## src/rtl/decoder_5to32.sv

```systemverilog
// Binary-to-one-hot decoder with a zero-latency combinational output and a
// registered copy for pipelined consumers (register-file write enables).
module decoder_5to32 #(
  parameter int AW   = 5,
  parameter int NOUT = 32
) (
  input  logic            clk,
  input  logic            rst,
  input  logic            en,
  input  logic [AW-1:0]   A,
  output logic [NOUT-1:0] F,
  output logic [NOUT-1:0] F_q,
  output logic            valid_q
);

  if (NOUT != (1 << AW)) begin : g_bad_nout
    $error("decoder_5to32: NOUT must equal 2**AW");
  end

  localparam logic [NOUT-1:0] ONE = {{(NOUT-1){1'b0}}, 1'b1};

  // An unknown en falls to the default arm and an unknown A poisons the shift,
  // so simulation sees all-X instead of a plausible but wrong one-hot value.
  always_comb begin
    F = '0;
    case (en)
      1'b1:    F = ONE << A;
      1'b0:    F = '0;
      default: F = 'x;
    endcase
  end

  always_ff @(posedge clk or posedge rst) begin
    if (rst) begin
      F_q     <= '0;
      valid_q <= 1'b0;
    end else begin
      F_q     <= F;
      valid_q <= en;
    end
  end

  a_onehot_f : assert property (@(posedge clk) $onehot0(F));
  a_onehot_fq : assert property (@(posedge clk) $onehot0(F_q));

endmodule

```

## config.mk

```make
export PLATFORM = sky130hd
export DESIGN_NAME = decoder_5to32
export DESIGN_NICKNAME = d
export VERILOG_FILES = /design/src/rtl/decoder_5to32.sv
export SDC_FILE = /design/constraint.sdc
export NUM_CORES = 1
export LEC_CHECK = 0
export CORE_AREA = 2 2 63 65
export DETAILED_ROUTE_END_ITERATION = 16
export DIE_AREA = 0 0 65 67
export PLACE_DENSITY = 0.7
export RECOVER_POWER = 50
export SLEW_MARGIN = 20
export SYNTH_ARGS = -nofsm -noshare
export SYNTH_HDL_FRONTEND = slang
export SYNTH_SLANG_ARGS = --single-unit
```

## constraint.sdc

```tcl
create_clock -name clk -period 1 [get_ports clk]
set_input_delay 0.2 -clock clk [delete_from_list [all_inputs] [get_ports clk]]
set_output_delay 0.2 -clock clk [all_outputs]
set_load 0.03 [all_outputs]
```

==> metrics.csv <==
metric;value;unit
max_slew.worst_pin.slew;279;ps
synth_most_common_cell;dfrtp_1;
grt_pass1_vias;1006;
antenna_found_initial;0;
worst_setup_path_end_kind;output pin;
area_growth;146;%
power_density;1160;nW/µm²
layout_min_cycle_time;1370;ps
yosysWarningCount;0;
cts_buffer_depth;2;
ys_async_sr_fraction;1.00;
synth_common_cells;dfrtp_1, nor2_1, clkbuf_1, nand4b_1, nand4bb_1;
netlist_instances;81;
hold_class;in2reg;
routedWlPerCell;15.4;µm
path_clk_slew;70;ps
power;3.04;mW
rsz0062_at_grt;yes;
report.final.setup_viol;36;
portBuffers;72;
htreeDepth;2;
grt_pass1_wl;5.12;mm
grt.total_usage;0.163;
irDropWorstVdd;684;µV
postRouteWirelength;3.66;mm
ios;73;
fmax;0.727;GHz
fp.coreArea;3610;µm²
synth_cell_types;11;
die_y;67;µm
holdWs;200;ps
crit_type;in2out;
start_util;0.295;
fp.dieArea;4360;µm²
gr-total-overflow;0;
hold_start;en;
synth_top_cell_by_area;dfrtp_1;
nets;196;
crit_arrival;1170;ps
netlist_area;1060;µm²
cts_buffers;5;
final.period_utilization;1.37;
drt_iter0_markers;48;
fin_cells;237;
cts_sinks;33;
maxSlewHeadroom;0.814;
via_per_inst;4.31;
synth-edff-count;0;
gp_congestion;0.731;
hold_viol;0;
drc;0;
maxCapViolations;0;
yosysTopAreaCellShare;0.776;
p_leak;1.22;nW
dr.pass1.iters;4;
dp.cells;215;
antenna_cells;0;
num_vias;1022;
synth_flop_cell;dfrtp_1;
ys_top_cells_by_area;dfrtp_1, nor2_1, nand4bb_1;
std_cell_rows;22;
ys_seq_area_frac;0.776;
crit_fanout;4;
synth_nets;89;
place_area;1930;µm²
drive_gt1_frac;0.772;
drv_slew;0;
grt_max_degree;34;
place_hpwl;2.28;mm
die_x;65;µm
hold_end;valid_q;
start_kind;input port;
violations;negative setup slack;
cts_root_buffer;clkbuf_8;
hold_depth;2;
outcome;complete, but fails checks;
fin_ws;-375;ps
crit_required;800;ps
cts_tree;built;
syn_area_per_cell;13.1;µm²
final_area;2610;µm²
place_ws;-745;ps
ys_seq_elements;33;
drtAntennaViolNets;0;
[worst max-delay path: stages]
cell    delay [ps]
buf_6          100
or4b_4         610
nor2_4         130
buf_6          140
[state kept, by name (all words and copies together), names as in the netlist]
| name | flops |
|---|---|
| F_q | 32 |
| valid_q | 1 |
[layout by cell type, fill, tap and decap left out, types with 2 or more instances in the layout]
cell       instances
nor2_4            32
dfrtp_1           33
clkbuf_8           6
nand4bb_4          2
nand4b_1           3
buf_6             81
buf_4             15
buf_8              2
buf_2              3
[routing by layer]
layer / track usage / share of wire / up-vias
met5: 0 / 0 / -
met4: 0.0638 / 0.011 / 0
met3: 0.0659 / 0.077 / 5
met2: 0.280 / 0.52 / 50
met1: 0.181 / 0.39 / 490
li1: - / - / 477
[cells by family (layout without fill, tap and decap cells)]
kind of cell           Yosys count  in the layout  synth area share
buffers and inverters            4            112            0.0141
AND/OR/NAND/NOR                 44             44             0.209
flip-flops                      33             33             0.776
[how the worst max path moves through the flow]
stage | startpoint | end | slack (ps)
floorplan | A[0] | F[0] | -210
global placement | A[0] | F[4] | -730
detailed placement | A[0] | F[0] | -750
CTS | A[1] | F[0] | -400
global route | A[0] | F[16] | -410
finish | A[0] | F[0] | -370
[metrics by stage]
stage | utilization | TNS, ps
after floorplan | - | -5840
after global placement | 0.535 | -33370
after detailed placement | 0.535 | -33360
after CTS | 0.696 | -8380
after global routing | 0.724 | -9470
final | 0.724 | -7550
[where the power goes]
| part | switching, mW | total (mW) | internal [mW] |
|---|---|---|---|
| Clock | 0.459 | 1.27 | 0.812 |
| Combinational | 0.231 | 0.408 | 0.177 |
| Sequential | 0.00710 | 1.36 | 1.35 |
[what timing repair did]
item / in CTS / in global routing
buffers inserted: 7 / 7
setup endpoints to repair: 96 / 64
hold endpoints to repair: 0 / 0
hold buffers: 0 / 0
pin swaps: 15 / 21
resized for setup: 132 / 11
[final cells by class]
type | instances | area (µm²)
timing repair buffer | 103 | 1100
fill | 219 | 995
sequential | 33 | 826
multi-input combinational | 44 | 505
clock buffer | 7 | 86.3
tap | 48 | 60.1
clock inverter | 1 | 30.0
inverter | 1 | 3.75
No activity file was read; power rests on OpenSTA's default activity.
